File: src/rtl/oven_controller.sv
// oven_controller
// Control-side producer for the oven seven-segment display. Turns debounced
// front-panel keys into target temperature/time, sequences the oven through
// set-temperature, set-time, preheat, cook and done, models the oven
// temperature with a bang-bang heater and counts cook time down once per
// second.

module oven_controller #(
    parameter int CLKS_PER_SEC = 50000000,
    parameter int TEMP_MIN     = 100,
    parameter int TEMP_MAX     = 500,
    parameter int TEMP_STEP    = 25,
    parameter int TEMP_DEFAULT = 350,
    parameter int AMBIENT      = 70,
    parameter int HEAT_RATE    = 5,
    parameter int COOL_RATE    = 2,
    parameter int TIME_STEP    = 10,
    parameter int TIME_MAX     = 3599
) (
    input  logic        clk,
    input  logic        rst_n,
    input  logic        power_sw,
    input  logic        key_up,
    input  logic        key_down,
    input  logic        key_enter,
    output logic        power,
    output logic        tempInputDone,
    output logic        timeInputDone,
    output logic [9:0]  current_temp,
    output logic [9:0]  target_temp,
    output logic [12:0] current_time,
    output logic [12:0] target_time,
    output logic        heater_on,
    output logic        done_beep
);

    typedef enum logic [2:0] {
        S_OFF,
        S_SET_TEMP,
        S_SET_TIME,
        S_PREHEAT,
        S_COOK,
        S_DONE
    } state_t;

    // Prescaler width; a one-cycle second still needs a 1-bit counter.
    localparam int PW = (CLKS_PER_SEC > 1) ? $clog2(CLKS_PER_SEC) : 1;
    localparam logic [PW-1:0] PRE_LAST = PW'(CLKS_PER_SEC - 1);

    // Temperature arithmetic is carried one bit wider than the outputs so
    // that a sum above 999 or a difference below zero is visible before the
    // saturation compare.
    localparam logic [10:0] TEMP_CEIL = 11'd999;
    localparam logic [10:0] T_MIN_W   = 11'(TEMP_MIN);
    localparam logic [10:0] T_MAX_W   = 11'(TEMP_MAX);
    localparam logic [10:0] T_STEP_W  = 11'(TEMP_STEP);
    localparam logic [10:0] AMB_W     = 11'(AMBIENT);
    localparam logic [10:0] HEAT_W    = 11'(HEAT_RATE);
    localparam logic [10:0] COOL_W    = 11'(COOL_RATE);
    localparam logic [9:0]  T_DEF     = 10'(TEMP_DEFAULT);
    localparam logic [9:0]  AMB       = 10'(AMBIENT);

    // Time arithmetic likewise carries one guard bit.
    localparam logic [13:0] M_STEP_W = 14'(TIME_STEP);
    localparam logic [13:0] M_MAX_W  = 14'(TIME_MAX);

    state_t         state;
    logic [PW-1:0]  prescale;
    logic           tick;

    logic           up_q;
    logic           down_q;
    logic           enter_q;
    logic           up_edge;
    logic           down_edge;
    logic           enter_p;
    logic           up_p;
    logic           down_p;

    logic [10:0]    temp_wide;
    logic [10:0]    temp_sum;
    logic [9:0]     temp_heated;
    logic [9:0]     temp_cooled;

    logic [10:0]    tgt_wide;
    logic [10:0]    tgt_sum;
    logic [9:0]     tgt_up;
    logic [9:0]     tgt_down;

    logic [13:0]    tim_wide;
    logic [13:0]    tim_sum;
    logic [12:0]    tim_up;
    logic [12:0]    tim_down;

    logic           below_target;

    // ------------------------------------------------------------------
    // Key edge detection. Enter dominates; up+down together cancel.
    // ------------------------------------------------------------------

    // Remember last sampled key levels so a held key acts only once.
    always_ff @(posedge clk or negedge rst_n) begin
        if (!rst_n) begin
            // NOTE: sequential state uses non-blocking assignments so every
            // flop samples the pre-edge values of its neighbours.
            up_q    <= 1'b0;
            down_q  <= 1'b0;
            enter_q <= 1'b0;
        end else begin
            up_q    <= key_up;
            down_q  <= key_down;
            enter_q <= key_enter;
        end
    end

    assign up_edge   = key_up    & ~up_q;
    assign down_edge = key_down  & ~down_q;
    assign enter_p   = key_enter & ~enter_q;
    assign up_p      = up_edge   & ~down_edge & ~enter_p;
    assign down_p    = down_edge & ~up_edge   & ~enter_p;

    // ------------------------------------------------------------------
    // One-second tick: free-running prescaler, cleared only by reset.
    // ------------------------------------------------------------------

    // Count 0..CLKS_PER_SEC-1 and wrap.
    always_ff @(posedge clk or negedge rst_n) begin
        if (!rst_n) begin
            prescale <= '0;
        end else if (prescale == PRE_LAST) begin
            prescale <= '0;
        end else begin
            prescale <= prescale + PW'(1);
        end
    end

    assign tick = (prescale == PRE_LAST);

    // ------------------------------------------------------------------
    // Saturating arithmetic for temperature model and settings.
    // ------------------------------------------------------------------

    assign temp_wide   = {1'b0, current_temp};
    assign temp_sum    = temp_wide + HEAT_W;
    assign temp_heated = 10'((temp_sum > TEMP_CEIL) ? TEMP_CEIL : temp_sum);
    assign temp_cooled = 10'((temp_wide < AMB_W + COOL_W) ? AMB_W : temp_wide - COOL_W);

    assign tgt_wide = {1'b0, target_temp};
    assign tgt_sum  = tgt_wide + T_STEP_W;
    assign tgt_up   = 10'((tgt_sum > T_MAX_W) ? T_MAX_W : tgt_sum);
    assign tgt_down = 10'((tgt_wide < T_MIN_W + T_STEP_W) ? T_MIN_W : tgt_wide - T_STEP_W);

    assign tim_wide = {1'b0, target_time};
    assign tim_sum  = tim_wide + M_STEP_W;
    assign tim_up   = 13'((tim_sum > M_MAX_W) ? M_MAX_W : tim_sum);
    assign tim_down = 13'((tim_wide < M_STEP_W) ? 14'd0 : tim_wide - M_STEP_W);

    assign below_target = (current_temp < target_temp);

    // ------------------------------------------------------------------
    // Oven temperature model: one heat or cool step per tick, any state.
    // ------------------------------------------------------------------

    // Integrate heater command once per second.
    always_ff @(posedge clk or negedge rst_n) begin
        if (!rst_n) begin
            current_temp <= AMB;
        end else if (tick) begin
            current_temp <= heater_on ? temp_heated : temp_cooled;
        end
    end

    // ------------------------------------------------------------------
    // Operating sequence with registered display/heater outputs.
    // ------------------------------------------------------------------

    // Sequence OFF -> SET_TEMP -> SET_TIME -> PREHEAT -> COOK -> DONE.
    always_ff @(posedge clk or negedge rst_n) begin
        if (!rst_n) begin
            state         <= S_OFF;
            power         <= 1'b0;
            tempInputDone <= 1'b0;
            timeInputDone <= 1'b0;
            target_temp   <= T_DEF;
            target_time   <= '0;
            current_time  <= '0;
            heater_on     <= 1'b0;
            done_beep     <= 1'b0;
        end else if (!power_sw) begin
            // Power switch off overrides keys and ticks from any state.
            state         <= S_OFF;
            power         <= 1'b0;
            tempInputDone <= 1'b0;
            timeInputDone <= 1'b0;
            target_temp   <= T_DEF;
            target_time   <= '0;
            current_time  <= '0;
            heater_on     <= 1'b0;
            done_beep     <= 1'b0;
        end else begin
            case (state)
                S_OFF: begin
                    state <= S_SET_TEMP;
                    power <= 1'b1;
                end

                S_SET_TEMP: begin
                    if (enter_p) begin
                        state         <= S_SET_TIME;
                        tempInputDone <= 1'b1;
                        current_time  <= target_time;
                    end else if (up_p) begin
                        target_temp <= tgt_up;
                    end else if (down_p) begin
                        target_temp <= tgt_down;
                    end
                end

                S_SET_TIME: begin
                    if (enter_p) begin
                        // A zero cook time cannot be started.
                        if (target_time != '0) begin
                            state         <= S_PREHEAT;
                            timeInputDone <= 1'b1;
                            heater_on     <= 1'b1;
                        end
                    end else if (up_p) begin
                        target_time  <= tim_up;
                        current_time <= tim_up;
                    end else if (down_p) begin
                        target_time  <= tim_down;
                        current_time <= tim_down;
                    end
                end

                S_PREHEAT: begin
                    if (!below_target) begin
                        state     <= S_COOK;
                        heater_on <= 1'b0;
                    end else begin
                        heater_on <= 1'b1;
                    end
                end

                S_COOK: begin
                    if (tick && current_time <= 13'd1) begin
                        // Last second elapsed: finish on the same edge.
                        state        <= S_DONE;
                        current_time <= '0;
                        heater_on    <= 1'b0;
                        done_beep    <= 1'b1;
                    end else begin
                        heater_on <= below_target;
                        if (tick) begin
                            current_time <= current_time - 13'd1;
                        end
                    end
                end

                S_DONE: begin
                    if (enter_p) begin
                        state         <= S_SET_TEMP;
                        tempInputDone <= 1'b0;
                        timeInputDone <= 1'b0;
                        done_beep     <= 1'b0;
                    end
                end

                default: begin
                    state <= S_OFF;
                end
            endcase
        end
    end

endmodule

File: config.mk
export PLATFORM = sky130hd
export DESIGN_NAME = oven_controller
export DESIGN_NICKNAME = d
export VERILOG_FILES = /design/src/rtl/oven_controller.sv
export SDC_FILE = /design/constraint.sdc
export NUM_CORES = 1
export LEC_CHECK = 0
export BUFFER_PORTS_ARGS = -buffer_cell sky130_fd_sc_hd__buf_4
export CORE_MARGIN = 2
export CORE_UTILIZATION = 50
export DETAILED_ROUTE_END_ITERATION = 8
export PLACE_DENSITY = 0.77
export SYNTH_ARGS = -nofsm -noshare
export SYNTH_HDL_FRONTEND = slang
export SYNTH_SLANG_ARGS = --single-unit
export TNS_END_PERCENT = 1
File: constraint.sdc
create_clock -name clk -period 2.9 [get_ports clk]
set_input_delay 0.58 -clock clk [delete_from_list [all_inputs] [get_ports clk]]
set_output_delay 0.58 -clock clk [all_outputs]
set_load 0.01 [all_outputs]
==> reports/results.ini <==
[worst_setup_path]
crit_type=reg -> reg
cp_slowest_cell=dfstp_2
cp-start-kind=register
reg2reg_depth=8
cp_max_fo=9
r2r_setup_slack_ns=0.20
endpoint_kind=register
timing.rr.start=current_temp[1]$_DFFE_PN1N_
reg2reg_to=current_temp[1]$_DFFE_PN1N_
cpPeakStageDelay_ns=0.64
worstPathArrival_ns=2.99
critical_path_required_ns=3.19
crit_chain=ha_1 -> a21oi_1 -> or4b_1 -> nand3_1 -> o211ai_1 -> a32o_2 -> a221o_1 -> o21ai_1

[sta]
fin_skew_ns=0.00990
hold_viol=0
layout_min_cycle_time_ns=2.70
slew_headroom=0.537
rsz0062_at_grt=no
finalSetupViolCount=0
timing.final.crit_share=0.931
worstMarginPinSlew_ns=0.692
final_max_slew_viol_count=0
finalSetupTns_ns=0
fmaxAchievable_ghz=0.370

[detailed_routing]
via_count=6271
drtAntennaViolNets=0
firstDrtPassIters=6
totalWireLength_mm=18.3
avgViaCountPerCell=6.32
drc=0
drt_iter0_drc=500
wire_per_inst_um=18.4

[placement]
gp_congestion=0.953
hpwlAfterDp_mm=13.3
port_buffers=56
dp.cells=977

[global_route]
gr-usage-all-layers=0.283
grt_max_degree=43
grt_overflow=0
grt_pass1_wl_mm=30.5
antenna_found_initial=0
grt_pass1_vias=6122

[synthesis]
synth_top_area_share=0.293
synthFlopType=dfrtp_1
syn-num-nets=794
synth_area_per_cell_um2=8.22
async_reset_ff_frac=1.00
synthCells=768
synth_top_cells_by_area=dfrtp_1 (29%), nand2_1 (4.5%), nor2_1 (4.4%)
synth-compound-area-share=0.264
synthMuxAreaShare=0.00991
synth_simple_gate_area_frac=0.253
synth_cell_types=84
synth-xor-area-share=0.0499
synth-edff-count=0
seq_area_frac_synth=0.331
synth_fa_ha_area_frac=0.0396
synth_top_area_cell=dfrtp_1
syn-cell-area_mm2=0.00631
synth_top_family_by_area=compound AO/OA/AOI/OAI gates
yosys_warnings=0
ys_ff_latch=83

[cts]
h-tree-depth=3
clk_pin_slew_worst_paths_ns=0.07
cts_sinks=83
cts_buffers=9
cts_resized=0
clk_latency_ns=0.36
cts_hold_buf=0
postCtsSetupBuffers=0
tritoncts=done
cts_buffer_depth=2
root_buffer=clkbuf_16

[job]
drv_cap=0

[run_status]
run_status=finished clean

[floorplan]
initial_utilization=0.506
num_rows=41
design.die.area_mm2=0.0135
ios=57
die_w_um=116
die_y_um=116
core_area_mm2=0.0125

[layout]
postLayoutCoreUtil=0.584
stdcell_count=993
final_common_cell=buf_4
nNetsFinal=842
area_growth_pct=15.2
insertedDiodeCount=0
fillers=1127
final_cell_mix=buf_4 (87), nand2_1 (75), nor2_1 (74), dfrtp_1 (74), o21ai_0 (44)
drive_above_1_share=0.172

[pwr]
leakagePower_uw=0.00316
ir_worst_vdd_v=0.000260
p_per_area_mw_per_mm2=686

[min_path]
hold_path_class=in -> async

==> worst max-delay path: cells and delay by family, from the launching register on <==
kind	cells	cell delay (ns)
AOI/OAI and AO/OA	5	1.04
and+or+nand+nor	2	0.65
DFF	1	0.64
adders and majority gates	1	0.30
==> worst max path at each step <==
stage | cells past startpoint | slack (ns) | end | startpoint
final | 8 | 0.20 | current_temp[1]$_DFFE_PN1N_ | current_temp[1]$_DFFE_PN1N_
after global routing | 7 | 0.0007 | target_time[4]$_DFFE_PN0P_ | target_time[5]$_DFFE_PN0P_
after CTS | 8 | 0.21 | current_temp[1]$_DFFE_PN1N_ | current_temp[1]$_DFFE_PN1N_
after detailed placement | 8 | 0.24 | current_temp[1]$_DFFE_PN1N_ | current_temp[1]$_DFFE_PN1N_
after global placement | 8 | 0.31 | current_temp[1]$_DFFE_PN1N_ | current_temp[1]$_DFFE_PN1N_
after floorplan | 10 | 0.22 | current_temp[1]$_DFFE_PN1N_ | current_temp[2]$_DFFE_PN1N_
==> flip-flops by register name (all words and copies together), names as in the netlist, 3 cells and up <==
name          flops
target_temp      10
target_time      13
state             3
current_time     13
current_temp     10
prescale         26
==> metal layers <==
layer  track usage  part of all wire
met1         0.362              0.42
met4         0.143             0.026
met2         0.464              0.48
met3        0.0477             0.066
met5             0                 0
==> power breakdown <==
part / internal (µW) / total [µW] / switching [µW]
clock: 696 / 1200 / 501
sequential: 1300 / 1610 / 310
combinational: 919 / 2180 / 1260
==> cell usage after synthesis (4+ instances only) <==
cell type,count
a211oi_1,10
a21boi_0,6
a21o_1,11
a21oi_1,36
a221o_1,5
a221oi_1,9
a22oi_1,5
a31oi_1,15
a32oi_1,4
and2_1,6
and3_1,14
and4_1,4
buf_2,19
clkbuf_1,27
dfrtp_1,74
dfstp_2,9
ha_1,20
inv_1,27
mux2i_1,4
nand2_1,75
nand2b_1,8
nand3_1,33
nand4_1,10
nor2_1,74
nor2b_1,9
nor3_1,24
nor3b_1,5
nor4_1,13
o2111ai_1,4
o211ai_1,11
o21a_1,6
o21ai_0,44
o21bai_1,4
o22ai_1,5
o31ai_1,10
or2_2,6
or3_1,12
or4_1,4
xnor2_1,21
xor2_1,15
==> metrics by stage <==
| step | cell area (µm²) | power (µW) | hold WS (ns) | setup WS, ns |
|---|---|---|---|---|
| after floorplan | 6310 | 2980 | 0.284 | 0.217 |
| after global placement | 6970 | 3710 | 0.469 | 0.311 |
| after detailed placement | 6970 | 3750 | 0.471 | 0.243 |
| after CTS | 7270 | 4960 | 0.241 | 0.212 |
| after global routing | 7270 | 5300 | 0.264 | 0.000722 |
| final | 7270 | 4990 | 0.221 | 0.199 |
==> cell type report <==
cell class / count / area [µm²] / share of cell area
Clock buffer: 11 / 243 / 0.0334
Sequential cell: 83 / 2090 / 0.287
Tap cell: 172 / 215 / 0.0296
Multi-Input combinational cell: 607 / 3890 / 0.535
Clock inverter: 5 / 61.3 / 0.00843
Inverter: 27 / 101 / 0.0139
Timing Repair Buffer: 88 / 673 / 0.0925
==> logic make-up (layout without fill, tap and decap cells) <==
kind of cell | after synthesis | after routing
flops | 83 | 83
fa+ha+maj | 20 | 20
xor+xnor | 36 | 36
buf+inv | 78 | 131
compound gates | 231 | 231
mux | 6 | 6
simple gates | 314 | 314
(Power assumes the default switching activity.)
